`config.mk`:
```
export PLATFORM = sky130hd
export DESIGN_NAME = wb_fib_array
export DESIGN_NICKNAME = d
export VERILOG_FILES = /design/src/rtl/fib_array_pkg.sv /design/src/rtl/fib_array_channel.sv /design/src/rtl/wb_fib_array.sv
export SDC_FILE = /design/constraint.sdc
export NUM_CORES = 1
export LEC_CHECK = 0
export BUFFER_PORTS_ARGS = -buffer_cell sky130_fd_sc_hd__buf_2
export CAP_MARGIN = 5
export CELL_PAD_IN_SITES_DETAIL_PLACEMENT = 0
export CELL_PAD_IN_SITES_GLOBAL_PLACEMENT = 2
export CORE_MARGIN = 2
export CORE_UTILIZATION = 40
export DETAILED_ROUTE_END_ITERATION = 12
export PLACE_DENSITY_LB_ADDON = 0.12
export SYNTH_ARGS = -nofsm -noshare
export SYNTH_HDL_FRONTEND = slang
export SYNTH_SLANG_ARGS = --single-unit
```
`constraint.sdc`:
```
create_clock -name wb_clk_i -period 18.71 [get_ports wb_clk_i]
set_input_delay 1.871 -clock wb_clk_i [delete_from_list [all_inputs] [get_ports wb_clk_i]]
set_output_delay 1.871 -clock wb_clk_i [all_outputs]
set_load 0.005 [all_outputs]
```
`src/rtl/fib_array_pkg.sv`:
```
// Shared register map, CTRL bit positions and decode helpers for the
// Wishbone Fibonacci generator array.
package fib_array_pkg;

   localparam logic [7:0]  ID_OFF       = 8'h00;
   localparam logic [7:0]  CFG_OFF      = 8'h04;
   localparam logic [7:0]  IRQ_STAT_OFF = 8'h08;
   localparam logic [7:0]  IRQ_EN_OFF   = 8'h0C;
   localparam logic [7:0]  CH_BASE      = 8'h10;
   localparam logic [7:0]  CH_STRIDE    = 8'h10;

   localparam logic [3:0]  CTRL_OFF     = 4'h0;
   localparam logic [3:0]  SEED_A_OFF   = 4'h4;
   localparam logic [3:0]  SEED_B_OFF   = 4'h8;
   localparam logic [3:0]  VALUE_OFF    = 4'hC;

   localparam int          CTRL_EN        = 0;
   localparam int          CTRL_STEP_MODE = 1;
   localparam int          CTRL_WRAP      = 2;
   localparam int          CTRL_RELOAD    = 3;
   localparam int          CTRL_STEP      = 4;

   localparam logic [31:0] ID_VALUE     = 32'h4669626f;

   // Channel slot of a byte offset; only meaningful when offset >= CH_BASE.
   function automatic logic [3:0] ch_slot(input logic [7:0] off);
      ch_slot = off[7:4] - CH_BASE[7:4];
   endfunction

endpackage

```
`src/rtl/fib_array_channel.sv`:
```
// One generalised Fibonacci generator: a<=b, b<=a+b per advance, with
// reload, overflow detection and halt-or-wrap handling.
module fib_channel
   import fib_array_pkg::*;
#(
   parameter int WIDTH = 30
) (
   input  logic             clk,
   input  logic             rst,
   input  logic             en,
   input  logic             step_mode,
   input  logic             wrap,
   input  logic             step_pulse,
   input  logic             reload_pulse,
   input  logic [WIDTH-1:0] seed_a,
   input  logic [WIDTH-1:0] seed_b,
   output logic [WIDTH-1:0] value,
   output logic             overflow_pulse,
   output logic             halt_pulse
);

   logic [WIDTH-1:0] a_r, b_r, a_nxt_s, b_nxt_s;
   logic [WIDTH:0]   sum_s;
   logic             advance_s;

   assign sum_s     = {1'b0, a_r} + {1'b0, b_r};
   assign advance_s = en & (step_mode ? step_pulse : 1'b1);
   assign value     = b_r;

   // Next-state selection: reload has priority over any advance.
   always_comb begin
      a_nxt_s        = a_r;
      b_nxt_s        = b_r;
      overflow_pulse = 1'b0;
      halt_pulse     = 1'b0;
      if (reload_pulse) begin
         a_nxt_s = seed_a;
         b_nxt_s = seed_b;
      end else if (advance_s) begin
         if (!sum_s[WIDTH]) begin
            a_nxt_s = b_r;
            b_nxt_s = sum_s[WIDTH-1:0];
         end else begin
            overflow_pulse = 1'b1;
            if (wrap) begin
               a_nxt_s = seed_a;
               b_nxt_s = seed_b;
            end else begin
               halt_pulse = 1'b1;
            end
         end
      end else begin
         a_nxt_s = a_r;
         b_nxt_s = b_r;
      end
   end

   // Generator state register.
   always_ff @(posedge clk or posedge rst) begin
      if (rst) begin
         a_r <= {WIDTH{1'b0}};
         b_r <= {WIDTH{1'b0}};
      end else begin
         a_r <= a_nxt_s;
         b_r <= b_nxt_s;
      end
   end

endmodule

```
`src/rtl/wb_fib_array.sv`:
```
// Wishbone slave wrapping NUM_CH Fibonacci channels: bus decode, CTRL/seed
// registers, sticky overflow status and maskable interrupt.
module wb_fib_array
   import fib_array_pkg::*;
#(
   parameter logic [23:0] BASE_ADDRESS = 24'h030000,
   parameter int          NUM_CH       = 4,
   parameter int          WIDTH        = 30
) (
   input  logic                    wb_clk_i,
   input  logic                    wb_rst_i,
   input  logic                    wbs_stb_i,
   input  logic                    wbs_cyc_i,
   input  logic                    wbs_we_i,
   input  logic [3:0]              wbs_sel_i,
   input  logic [31:0]             wbs_dat_i,
   input  logic [31:0]             wbs_adr_i,
   output logic                    wbs_ack_o,
   output logic [31:0]             wbs_dat_o,
   output logic [NUM_CH*WIDTH-1:0] value_o,
   output logic                    irq_o
);

   logic              ack_r, irq_r;
   logic [31:0]       dat_r, rd_s;
   logic              hit_s, accept_s, wr_s, ch_hit_s;
   logic [7:0]        off_s;
   logic [3:0]        slot_s, field_s;
   logic [NUM_CH-1:0] irq_stat_r, irq_en_r, stat_clr_s, ovf_v, sel_v;
   logic [31:0]       ch_rd_a [NUM_CH];
   logic              unused_bits;

   assign hit_s    = wbs_stb_i & wbs_cyc_i & (wbs_adr_i[31:8] == BASE_ADDRESS);
   assign accept_s = hit_s & ~ack_r;
   assign wr_s     = accept_s & wbs_we_i & (wbs_sel_i == 4'hF);
   assign off_s    = wbs_adr_i[7:0];
   assign slot_s   = ch_slot(off_s);
   assign field_s  = off_s[3:0];
   assign ch_hit_s = (off_s >= CH_BASE) && (int'(slot_s) < NUM_CH);
   assign unused_bits = ^{wbs_adr_i[1:0], wbs_dat_i};

   assign stat_clr_s = (wr_s && (off_s == IRQ_STAT_OFF)) ? wbs_dat_i[NUM_CH-1:0]
                                                         : {NUM_CH{1'b0}};

   for (genvar g = 0; g < NUM_CH; g++) begin : g_ch
      logic             sel_s, wr_ctrl_s, en_r, step_mode_r, wrap_r, halt_s;
      logic [WIDTH-1:0] seed_a_r, seed_b_r, value_s;
      logic [31:0]      ch_rd_s;

      assign sel_s     = ch_hit_s && (slot_s == 4'(g));
      assign wr_ctrl_s = wr_s && sel_s && (field_s == CTRL_OFF);

      // A CTRL write acts in its own commit cycle, so the channel sees the new bits.
      fib_channel #(.WIDTH(WIDTH)) u_fib (
         .clk            (wb_clk_i),
         .rst            (wb_rst_i),
         .en             (wr_ctrl_s ? wbs_dat_i[CTRL_EN]        : en_r),
         .step_mode      (wr_ctrl_s ? wbs_dat_i[CTRL_STEP_MODE] : step_mode_r),
         .wrap           (wr_ctrl_s ? wbs_dat_i[CTRL_WRAP]      : wrap_r),
         .step_pulse     (wr_ctrl_s & wbs_dat_i[CTRL_STEP]),
         .reload_pulse   (wr_ctrl_s & wbs_dat_i[CTRL_RELOAD]),
         .seed_a         (seed_a_r),
         .seed_b         (seed_b_r),
         .value          (value_s),
         .overflow_pulse (ovf_v[g]),
         .halt_pulse     (halt_s)
      );

      // CTRL and seed registers; a bus EN write wins over the halt auto-clear.
      always_ff @(posedge wb_clk_i or posedge wb_rst_i) begin
         if (wb_rst_i) begin
            en_r        <= 1'b0;
            step_mode_r <= 1'b0;
            wrap_r      <= 1'b0;
            seed_a_r    <= {WIDTH{1'b0}};
            seed_b_r    <= {{(WIDTH-1){1'b0}}, 1'b1};
         end else begin
            if (wr_ctrl_s) begin
               en_r        <= wbs_dat_i[CTRL_EN];
               step_mode_r <= wbs_dat_i[CTRL_STEP_MODE];
               wrap_r      <= wbs_dat_i[CTRL_WRAP];
            end else if (halt_s) begin
               en_r <= 1'b0;
            end
            if (wr_s && sel_s && (field_s == SEED_A_OFF)) seed_a_r <= wbs_dat_i[WIDTH-1:0];
            if (wr_s && sel_s && (field_s == SEED_B_OFF)) seed_b_r <= wbs_dat_i[WIDTH-1:0];
         end
      end

      // Per-channel read word.
      always_comb begin
         ch_rd_s = 32'h0;
         case (field_s)
            CTRL_OFF: begin
               ch_rd_s[CTRL_EN]        = en_r;
               ch_rd_s[CTRL_STEP_MODE] = step_mode_r;
               ch_rd_s[CTRL_WRAP]      = wrap_r;
            end
            SEED_A_OFF: ch_rd_s[WIDTH-1:0] = seed_a_r;
            SEED_B_OFF: ch_rd_s[WIDTH-1:0] = seed_b_r;
            VALUE_OFF:  ch_rd_s[WIDTH-1:0] = value_s;
            default:    ch_rd_s = 32'h0;
         endcase
      end

      assign sel_v[g]   = sel_s;
      assign ch_rd_a[g] = ch_rd_s;
      assign value_o[g*WIDTH +: WIDTH] = value_s;
   end

   // Read mux; unmapped offsets fall through to zero.
   always_comb begin
      rd_s = 32'h0;
      case (off_s)
         ID_OFF:       rd_s = ID_VALUE;
         CFG_OFF:      rd_s = {16'h0, 8'(NUM_CH), 8'(WIDTH)};
         IRQ_STAT_OFF: rd_s[NUM_CH-1:0] = irq_stat_r;
         IRQ_EN_OFF:   rd_s[NUM_CH-1:0] = irq_en_r;
         default: begin
            for (int i = 0; i < NUM_CH; i++) begin
               rd_s = rd_s | (sel_v[i] ? ch_rd_a[i] : 32'h0);
            end
         end
      endcase
   end

   // Bus response, interrupt status and interrupt output registers.
   always_ff @(posedge wb_clk_i or posedge wb_rst_i) begin
      if (wb_rst_i) begin
         ack_r      <= 1'b0;
         dat_r      <= 32'h0;
         irq_stat_r <= {NUM_CH{1'b0}};
         irq_en_r   <= {NUM_CH{1'b0}};
         irq_r      <= 1'b0;
      end else begin
         ack_r      <= accept_s;
         dat_r      <= (accept_s & ~wbs_we_i) ? rd_s : 32'h0;
         irq_stat_r <= (irq_stat_r & ~stat_clr_s) | ovf_v;
         if (wr_s && (off_s == IRQ_EN_OFF)) irq_en_r <= wbs_dat_i[NUM_CH-1:0];
         irq_r      <= |(irq_stat_r & irq_en_r);
      end
   end

   assign wbs_ack_o = ack_r;
   assign wbs_dat_o = dat_r;
   assign irq_o     = irq_r;

endmodule

```
-- Word level (Yosys, flattened, before mapping)
Index checks and enable logic that the tools add are counted.
- add/subtract/negate cells: 5
- order comparisons: 2
- equal/unequal tests: 15
- multiplexer cells: 100
- bitwise operators: 27
- reduce and logical (&&, ||, !) cells: 40
- operator list (operator ; number):
    2-to-1 mux 30 bit ; 36
    case mux 27 bit (3 select lines) ; 5
    adder 30 x 30 -> 31 bit ; 4
    OR 30 bit ; 3
    2-to-1 mux 1 bit ; 52
    case mux 3 bit (4 select lines) ; 4
    2-to-1 mux 32 bit ; 1
    == test 24 x 18 -> 1 bit (second input constant) ; 1
    logical AND 1 bit ; 23
    bitwise AND 1 bit ; 18
    == test 8 x 4 -> 1 bit (second input constant) ; 2
    case mux 4 bit (4 select lines) ; 1
    nonzero test 2 bit ; 8
    == test 4 bit (second input constant) ; 3
    != test 3 x 1 -> 1 bit (second input constant) ; 4
    bitwise AND 4 bit ; 2
    == test 4 x 2 -> 1 bit (second input constant) ; 2
    == test 8 x 3 -> 1 bit (second input constant) ; 1
    >= comparator 8 x 5 -> 1 bit (second input constant) ; 1
    zero test 4 bit ; 2
    zero test 8 bit ; 1
    AND reduction 2 bit ; 4
    == test 4 x 1 -> 1 bit (second input constant) ; 1
    == test 4 x 3 -> 1 bit (second input constant) ; 1
    8 further kinds ; 9
- flip-flop bits (word level): 534
- bits of input ports: 73
- output and inout bits: 154
- logic and storage cells: 222

-- Logic depth before layout (Yosys ltp)
Gate-level depths: netlist of the first run.
- word-level depth: 14
- gate-level depth with buffers: 16
- gate-level depth less buffers: 13

-- Hierarchy
Synthesis of the first run repeated with hierarchy kept, for this count alone.
- cell total of the unflattened synthesis: 3220
- area total of the unflattened synthesis: 32054.5 sq um
- modules (own cells, without submodules) (module ; instances ; cells each ; area each (sq um)):
    wb_fib_array ; 1 ; 1104 ; 14202.4
    fib_channel (g_ch[2].u_fib ...) ; 2 ; 499 ; 4523.1
    fib_channel (g_ch[0].u_fib ...) ; 2 ; 559 ; 4403.0

-- Worst setup path before layout of the first run
Ideal clock, no wire load.
- kind: input-to-reg
- start: input port wbs_adr_i[16]
- end: register g_ch[1].u_fib.a_r[0]
- setup time: 0.073 ns
- arrival: 4.388 ns
- required time: 18.637 ns
- slack: 14.249 ns
- stages: 12
- buffers on the path: 4
- cell sequence: nor4_1 nand4_1 or4b_1 buf_2 nor3_4 mux2_4 a2bb2oi_2 nand2b_1 buf_4 buf_8 buf_6 a21oi_2
- elaborated cells between the ends (all ways): 18
- RTL lines (what ; RTL line ; source):
    start: declaration ; wb_fib_array.sv:17 ; input logic [31:0] wbs_adr_i,
    == test 24 x 18 -> 1 bit ; wb_fib_array.sv:33 ; assign hit_s = wbs_stb_i & wbs_cyc_i & (wbs_adr_i[31:8] == BASE_ADDRESS);
    bitwise AND 1 bit ; wb_fib_array.sv:33 ;
    bitwise AND 1 bit ; wb_fib_array.sv:34 ; assign accept_s = hit_s & ~ack_r;
    bitwise AND 1 bit (2 in a row) ; wb_fib_array.sv:35 ; assign wr_s = accept_s & wbs_we_i & (wbs_sel_i == 4'hF);
    logical AND 1 bit (2 in a row) ; wb_fib_array.sv:51 ; assign wr_ctrl_s = wr_s && sel_s && (field_s == CTRL_OFF);
    2-to-1 mux 1 bit ; - ;
    net g_ch[1].u_fib.wrap ; fib_array_channel.sv:12 ; input logic wrap,
    != test 3 x 1 -> 1 bit (no source line) ; - ;
    AND reduction 2 bit (no source line) ; - ;
    end signal: assignment ; fib_array_channel.sv:61 ; a_r <= {WIDTH{1'b0}};
    end signal: assignment ; fib_array_channel.sv:64 ; a_r <= a_nxt_s;
    end: declaration ; fib_array_channel.sv:22 ; logic [WIDTH-1:0] a_r, b_r, a_nxt_s, b_nxt_s;
The timed path passes the listed nets, and every way through them passes these cells.
A chain may end at the register's enable or synchronous reset.

-- Worst setup path after layout of the first run
- start: input port wbs_adr_i[2]
- end: register dat_r[16], in the netlist wbs_dat_o[16]
- word-level cells in the longest chain between the ends: 9
- elaborated cells between the ends (all ways): 27
- ends and longest elaborated chain (what ; RTL line ; source):
    >= comparator 8 x 5 -> 1 bit ; wb_fib_array.sv:39 ; assign ch_hit_s = (off_s >= CH_BASE) && (int'(slot_s) < NUM_CH);
    logical AND 1 bit ; wb_fib_array.sv:39 ;
    logical AND 1 bit ; wb_fib_array.sv:50 ; assign sel_s = ch_hit_s && (slot_s == 4'(g));
    2-to-1 mux 30 bit ; wb_fib_array.sv:121 ; rd_s = rd_s | (sel_v[i] ? ch_rd_a[i] : 32'h0);
    OR 30 bit (3 in a row) ; wb_fib_array.sv:121 ;
    case mux 27 bit (3 select lines) (*) ; wb_fib_array.sv:114 ; case (off_s)
    2-to-1 mux 32 bit (*) ; wb_fib_array.sv:137 ; dat_r <= (accept_s & ~wbs_we_i) ? rd_s : 32'h0;
    end signal: assignment ; wb_fib_array.sv:137 ;
    end: declaration ; wb_fib_array.sv:25 ; logic [31:0] dat_r, rd_s;
Every way passes the cells marked *; elsewhere a longest branch is shown, timed or not.

==> results of run 1 <==
## worst max-delay path: cells and delay by family
kind            cells  cell delay [ns]
buf+inv             3             2.07
compound gates      4             1.33
simple gates        1             0.87
## path summary, 6_finish.rpt
check | start | to | slack, ns | cells after the start
worst min-delay path | g_ch[2].u_fib.a_r[18] | g_ch[2].u_fib.a_r[18] | 0.48 | 2
worst min register to register | g_ch[2].u_fib.a_r[18] | g_ch[2].u_fib.a_r[18] | 0.48 | 2
max in group asynchronous | wb_rst_i | g_ch[0].seed_b_r[20] | 14.15 | 5
worst max register to register | g_ch[3].u_fib.value[0] | g_ch[3].u_fib.value[17] | 13.65 | 15
min in group asynchronous | wb_rst_i | g_ch[3].seed_b_r[14] | 1.40 | 2
worst max-delay path | wbs_adr_i[2] | wbs_dat_o[16] | 12.81 | 8
## stage by stage
| step | instances | area [µm²] | hold WS, ns | util | total power [mW] |
|---|---|---|---|---|---|
| finish | 4344 | 35300 | 0.483 | 0.457 | 2.75 |
| global route | 4341 | 35300 | 0.508 | 0.457 | 2.86 |
| CTS | 4341 | 35300 | 0.488 | 0.457 | 2.79 |
| detailed placement | 4224 | 33100 | 0.476 | 0.428 | 1.48 |
| global placement | 4224 | 33100 | 0.466 | 0.428 | 1.47 |
| floorplan | 3105 | 31200 | 0.453 | - | 1.36 |
## synthesized netlist by cell type, types with 59 or more instances
master and n:
sky130_fd_sc_hd__o21ai_0 198, sky130_fd_sc_hd__clkbuf_1 94, sky130_fd_sc_hd__mux2_2 288, sky130_fd_sc_hd__nor2_1 266, sky130_fd_sc_hd__inv_1 60, sky130_fd_sc_hd__ha_1 120, sky130_fd_sc_hd__a21o_1 59, sky130_fd_sc_hd__dfrtp_1 529
sky130_fd_sc_hd__xnor2_1 63, sky130_fd_sc_hd__a21oi_1 335, sky130_fd_sc_hd__mux2i_1 304, sky130_fd_sc_hd__nand2_1 239
## report_power, final
part / internal, mW / leakage, nW / switching [mW]
logic: 0.0877 / 8.95 / 0.153
registers: 1.18 / 7.42 / 0.0373
clock network: 0.788 / 1.07 / 0.511
total: 2.05 / 17.4 / 0.701
## routing by layer
layer  global-route usage  vias to the layer above  share of wire
li1                     -                    11573              -
met1                0.381                    12527           0.45
met2                0.437                      758           0.45
met3               0.0551                      151          0.065
met4                0.111                        2          0.039
met5                    0                        -        0.00011
## layout make-up
cell class                 count  share of cell area
timing repair buffer         257              0.0394
clock inverter                 8             0.00255
clock buffer                 109              0.0592
antenna                        3            0.000213
sequential                   533               0.378
multi-input combinational   2334               0.477
inverter                      60             0.00659
tap                         1040              0.0368
## cells by family after synthesis
logic type               after synthesis  share of synthesized area
multiplexers                         593                      0.202
adder cells (fa/ha/maj)              124                     0.0506
flip-flops                           533                      0.427
AND/OR/NAND/NOR                      690                     0.0969
XOR/XNOR                              94                     0.0264
other                                  1                   0.000120
buffers and inverters                238                     0.0364
AO/OA/AOI/OAI                        832                      0.161
## sequential cells by signal, summed over array words and instances, names as in the netlist
signal	cells
wbs_ack_o	1
g_ch.seed_b_r	120
g_ch.u_fib.value	120
irq_stat_r	4
irq_en_r	4
g_ch.seed_a_r	120
g_ch.wrap_r	4
wbs_dat_o	31
g_ch.step_mode_r	4
g_ch.u_fib.a_r	120
irq_o	1
g_ch.en_r	4
==> metrics.md, run 1 <==
| Metric | Value |
|---|---|
| Worst-skew pair later-pin latency | 0.61 ns |
| Rows | 102 |
| Async set-reset flop share out of synthesis | 1.00 |
| Maximum clock path buffer count | 3 |
| Leading cell type in the layout, fill and taps excluded | sky130_fd_sc_hd__dfrtp_1 |
| Critical path capture point type | register |
| Critical setup path kind | input port to register |
| EDFF count, synth | 0 |
| Type of the tightest min-delay check | register to register |
| Average wire per standard cell | 26.2 µm |
| Highest-delay cell along the critical path | sky130_fd_sc_hd__and2_4 |
| Setup Skew | 0.0183 ns |
| Post-detail-place hpwl | 78.4 mm |
| #FFs+latches synth | 533 |
| Height of the die | 283 µm |
| List of cells traversed by the critical path | clkbuf_8 > buf_4 > and2_4 > buf_4 > a21oi_1 > o22ai_1 > a21oi_1 > a21oi_1 |
| Final worst slack | 12.81 ns |
| Yosys warnings | 0 |
| Total area of multi-input combinational cells | 16900 µm² |
| Portion of synthesized cell area occupied by the leading cell type | 0.424 |
| Kind of start point of the critical path | input port |
| Crit-path most repeated cell | sky130_fd_sc_hd__a21oi_1 |
| Largest voltage drop on the vdd net | 56.6 µV |
| Input/output buffers | 223 |
| Final Hold Violating Endpoints | 0 |
| Global router's overall resource usage | 0.280 |
| CTS H-Tree Depth | 3 |
| Count of hold buffers inserted by post-cts repair | 0 |
| Fraction of layout cells with a size suffix above 1 | 0.211 |
| Area enclosed by the die boundary | 80300 µm² |
| CP Data Arrival Time | 6.39 ns |
| Most frequent cells in the layout | sky130_fd_sc_hd__dfrtp_1 (529), sky130_fd_sc_hd__a21oi_1 (335), sky130_fd_sc_hd__mux2i_1 (304) |
| Standard cell core area | 77300 µm² |
| Power density over the cells | 78.0 nW/µm² |
| Post-synth net total | 3302 |
| Post-Synthesis Cells | 3105 |
| Average size of a mapped cell | 10.1 µm² |
| Top_reg_cell synth | sky130_fd_sc_hd__dfrtp_1 |
| DR pass1 iterations | 10 |
| Ports placed on the boundary | 227 |
| Run status | complete, no violations |
| Unrepaired setup endpoints after global routing | false |
| Remaining global-route overflow | 0 |
| Global-route wire length before repair | 168 mm |
| Clock Pin Slew Worst Setup and Hold Paths | 0.05 ns |
| Unique cell type count in the Yosys netlist | 85 |
| Post-CTS Repair Setup Buffers | 0 |
| Clock root buffer | sky130_fd_sc_hd__clkbuf_16 |
| Fill cell count | 7517 |
| Post-synth design cell area | 31200 µm² |
| Final setup violation count | 0 |
| Cts bufs inserted | 68 |
| Final Slew Violations | 0 |
| Number of global-route vias before repair | 24.8k |
| Layout Area Growth over Synthesis | 13.1% |
| Worst slack after detailed placement | 12.25 ns |
| Final period util | 0.315 |
| Die X-Extent | 283 µm |
| Max-Cap Viols | 0 |
| Max Fclk | 170 MHz |
| CTS tree | done |
| Overall routed net length | 114 mm |
| Final layout net count | 3451 |
| FF/Latch Area | 13300 µm² |
| Leading cell types by total area after synthesis | sky130_fd_sc_hd__dfrtp_1 (42%), sky130_fd_sc_hd__mux2_2 (10%), sky130_fd_sc_hd__mux2i_1 (9.7%) |
| Post-route ant nets | 0 |
| Final critical-path required period | 5.90 ns |
| Pin count of the biggest net entering global routing | 168 |
| Leak Pwr | 17.4 nW |
| DR vias/cell | 5.76 |
| Area leader, netlist | sky130_fd_sc_hd__dfrtp_1 |
| Maximum fanout along the worst path | 54 |
| Slowest cell delay on critical path | 0.87 ns |
| Sinks on the clock net | 533 |
| Total number of vias | 25.0k |
| Resized Gates After CTS | 0 |
| DRC marker count from the first detailed-route iteration | 1774 |
| Least-Margin Pin Slew | 1.28 ns |
| Initial antenna violation count | 9 |
| Sum Neg Setup Slack | 0 ns |
| Rel. slew slack | 0.139 |
| Residual DRC count | 0 |
| Placer Congestion | 0.969 |
| Initial Util | 0.404 |
| Sequential share of the synthesized area | 0.427 |
| Worst endpoint required time | 19.20 ns |
(Power assumes the default switching activity.)
==> run 2, diff against run 1 <==
clock period = 5.7 ns   (was 18.71 ns; I/O delays follow)
==> run 2 against run 1 <==
Against the previous run: sequential cell count stayed put; via count rose by 0.97%; global-route usage is 0.17 points higher; die area is the same; core utilization increased by 0.34 points; worst hold slack got worse by 0.40 ns; critical path type is now register to register; critical endpoint is now g_ch[2].u_fib.a_r[22]; largest cell class unchanged.
==> metrics.md, run 2 (same netlist as run 1, synthesis figures left out) <==
| Metric | Value |
|---|---|
| Worst endpoint required time | 6.17 ns (-13.03 ns) |
| Resized Gates After CTS | 0 (unchanged) |
| Height of the die | 283 µm (unchanged) |
| Final period util | 0.798 |
| Power density over the cells | 256 nW/µm² (+230%) |
| Largest voltage drop on the vdd net | 159 µV (+180%) |
| Run status | complete, no violations |
| Critical path capture point type | register |
| Area enclosed by the die boundary | 80300 µm² (unchanged) |
| DR vias/cell | 5.79 (+0.53%) |
| Standard cell core area | 77300 µm² (unchanged) |
| Setup Skew | 0.0194 ns (+0.00106 ns) |
| Max Fclk | 220 MHz |
| Initial antenna violation count | 12 (+3) |
| Average wire per standard cell | 26.3 µm (+0.34%) |
| Number of global-route vias before repair | 24.9k (+0.33%) |
| Count of hold buffers inserted by post-cts repair | 0 (unchanged) |
| Remaining global-route overflow | 0 (unchanged) |
| Placed Area | 33300 µm² (+0.63%) |
| Startpoint of the worst setup timing path | g_ch[2].u_fib.value[0] |
| Type of the tightest min-delay check | input port to asynchronous set/reset pin |
| Sinks on the clock net | 533 (unchanged) |
| Worst setup slack for register-to-register paths | 1.15 ns (-12.50 ns) |
| End of the worst register-to-register path | g_ch[2].u_fib.a_r[22] |
| Pin count of the biggest net entering global routing | 128 (-24%) |
| Most frequent cells in the layout | sky130_fd_sc_hd__dfrtp_1 (529), sky130_fd_sc_hd__a21oi_1 (335), sky130_fd_sc_hd__mux2i_1 (304) |
| Maximum clock path buffer count | 3 (unchanged) |
| Worst setup path endpoint | g_ch[2].u_fib.a_r[22] |
| Global-route wire length before repair | 168 mm (+0.40%) |
| Leading cell type in the layout, fill and taps excluded | sky130_fd_sc_hd__dfrtp_1 |
| Residual DRC count | 0 (unchanged) |
| Final Hold Violating Endpoints | 0 (unchanged) |
| Input/output buffers | 223 (unchanged) |
| FF/Latch Area | 13300 µm² (unchanged) |
| Final design instance area without fill | 35600 µm² (+0.75%) |
| Die X-Extent | 283 µm (unchanged) |
| Initial Util | 0.404 (unchanged) |
| Final standard cell utilization of the core | 0.460 (+0.00345) |
| DR pass1 iterations | 6 (-4) |
| Final critical-path required period | 4.55 ns |
| Global router's overall resource usage | 0.281 (+0.00168) |
| Critical setup path kind | register to register |
| Clock Pin Slew Worst Setup and Hold Paths | 0.06 ns (about the same) |
| CTS H-Tree Depth | 3 (unchanged) |
| Clock root buffer | sky130_fd_sc_hd__clkbuf_16 |
| Worst-skew pair later-pin latency | 0.61 ns (about the same) |
| Worst reg2reg path startpoint | g_ch[2].u_fib.value[0] |
| Fill cell count | 7452 (-0.86%) |
| Total area of multi-input combinational cells | 16900 µm² (about the same) |
| Layout Area Growth over Synthesis | 14.0% |
| Final setup violation count | 0 (unchanged) |
| DRC marker count from the first detailed-route iteration | 1706 (-3.8%) |
| Ports placed on the boundary | 227 (unchanged) |
| Maximum fanout along the worst path | 35 (-35%) |
| Kind of start point of the critical path | register |
| CP Data Arrival Time | 5.02 ns (-1.37 ns) |
| Post-CTS Repair Setup Buffers | 0 (unchanged) |
| Rel. slew slack | 0.271 (+0.132) |
| Post-detail-place hpwl | 80.1 mm (+2.2%) |
| Final layout net count | 3466 (+0.43%) |
| Overall routed net length | 115 mm (+0.78%) |
| Final Slew Violations | 0 (unchanged) |
| Least-Margin Pin Slew | 1.09 ns (-0.189 ns) |
| Placer Congestion | 0.963 (-0.55%) |
| Total number of vias | 25.3k (+0.97%) |
| CTS tree | done |
| Cts bufs inserted | 68 (unchanged) |
| Post-route ant nets | 0 (unchanged) |
| Leak Pwr | 17.6 nW (+0.87%) |
| Max-Cap Viols | 0 (unchanged) |
| Rows | 102 (unchanged) |
| Fraction of layout cells with a size suffix above 1 | 0.219 (+0.00729) |
| R2R cell count | 14 (-1) |
| Unrepaired setup endpoints after global routing | false |
==> run 2: changes by cell type in the layout (fill, tap and decap cells not counted), sizes merged <==
cell      before  now
buf          256  272
clkbuf       110  101
clkinv         6   15
clkinvlp       0    3
diode          3    4
inv           60   59
==> run 2: per-stage QoR <==
stage / cells / setup TNS, ns / power [mW] / hold WS (ns) / worst slack [ns]
2_1_floorplan: 3105 / -1118.01 / 4.48 / 0.453 / -2.11
3_3_place_gp: 4239 / 0 / 4.83 / 0.466 / 1.21
3_5_place_dp: 4239 / 0 / 4.85 / 0.476 / 1.13
4_1_cts: 4359 / 0 / 9.23 / 0.0778 / 1.19
5_1_grt: 4359 / 0 / 9.47 / 0.120 / 0.859
6_report: 4363 / 0 / 9.13 / 0.0852 / 1.15
==> run 2: how the worst min path moves through the flow <==
stage / slack [ns] / depth (start not counted) / start / end
after floorplan: 0.45 / 2 / g_ch[2].u_fib.a_r[0] / g_ch[2].u_fib.a_r[0]
after global placement: 0.47 / 2 / g_ch[2].u_fib.a_r[0] / g_ch[2].u_fib.a_r[0]
after detailed placement: 0.48 / 2 / g_ch[2].u_fib.a_r[18] / g_ch[2].u_fib.a_r[18]
after CTS: 0.08 / 2 / wb_rst_i / g_ch[2].u_fib.a_r[15]
after global routing: 0.12 / 2 / wb_rst_i / g_ch[2].u_fib.value[12]
final: 0.09 / 2 / wb_rst_i / g_ch[2].seed_a_r[11]
==> run 2: per-layer routing <==
layer,track usage,part of all wire,vias up
li1,-,-,11592
met1,0.388,0.45,12771
met2,0.436,0.45,732
met3,0.0602,0.068,151
met4,0.0996,0.035,8
met5,0,0.00041,-
==> run 2: power by group <==
group	total (mW)	switching, mW	internal (mW)
clock	4.35	1.73	2.61
sequential	3.98	0.118	3.86
combinational	0.803	0.508	0.295
==> run 2: layout make-up <==
cell class	instances	share of cell area
well taps	1040	0.0366
flip-flops and latches	533	0.375
multi-input cells	2334	0.474
diodes	4	0.000281
clock buffers	101	0.0585
inverters	60	0.00643
repair buffers	272	0.0454
clock inverters	19	0.00432
==> run 2: worst max-delay path, cell delays in order, from the launching register on <==
cell and delay (ns):
sky130_fd_sc_hd__dfrtp_1 0.42, sky130_fd_sc_hd__ha_1 0.20, sky130_fd_sc_hd__inv_1 0.05, sky130_fd_sc_hd__fa_1 0.41, sky130_fd_sc_hd__nor2b_1 0.17, sky130_fd_sc_hd__o31a_1 0.24
sky130_fd_sc_hd__o31a_1 0.23, sky130_fd_sc_hd__a211o_1 0.21, sky130_fd_sc_hd__o21ai_1 0.11, sky130_fd_sc_hd__a41o_1 0.28, sky130_fd_sc_hd__a31oi_1 0.62, sky130_fd_sc_hd__nand2b_4 0.68
sky130_fd_sc_hd__buf_4 0.44, sky130_fd_sc_hd__mux2i_1 0.25, sky130_fd_sc_hd__o21ai_0 0.10
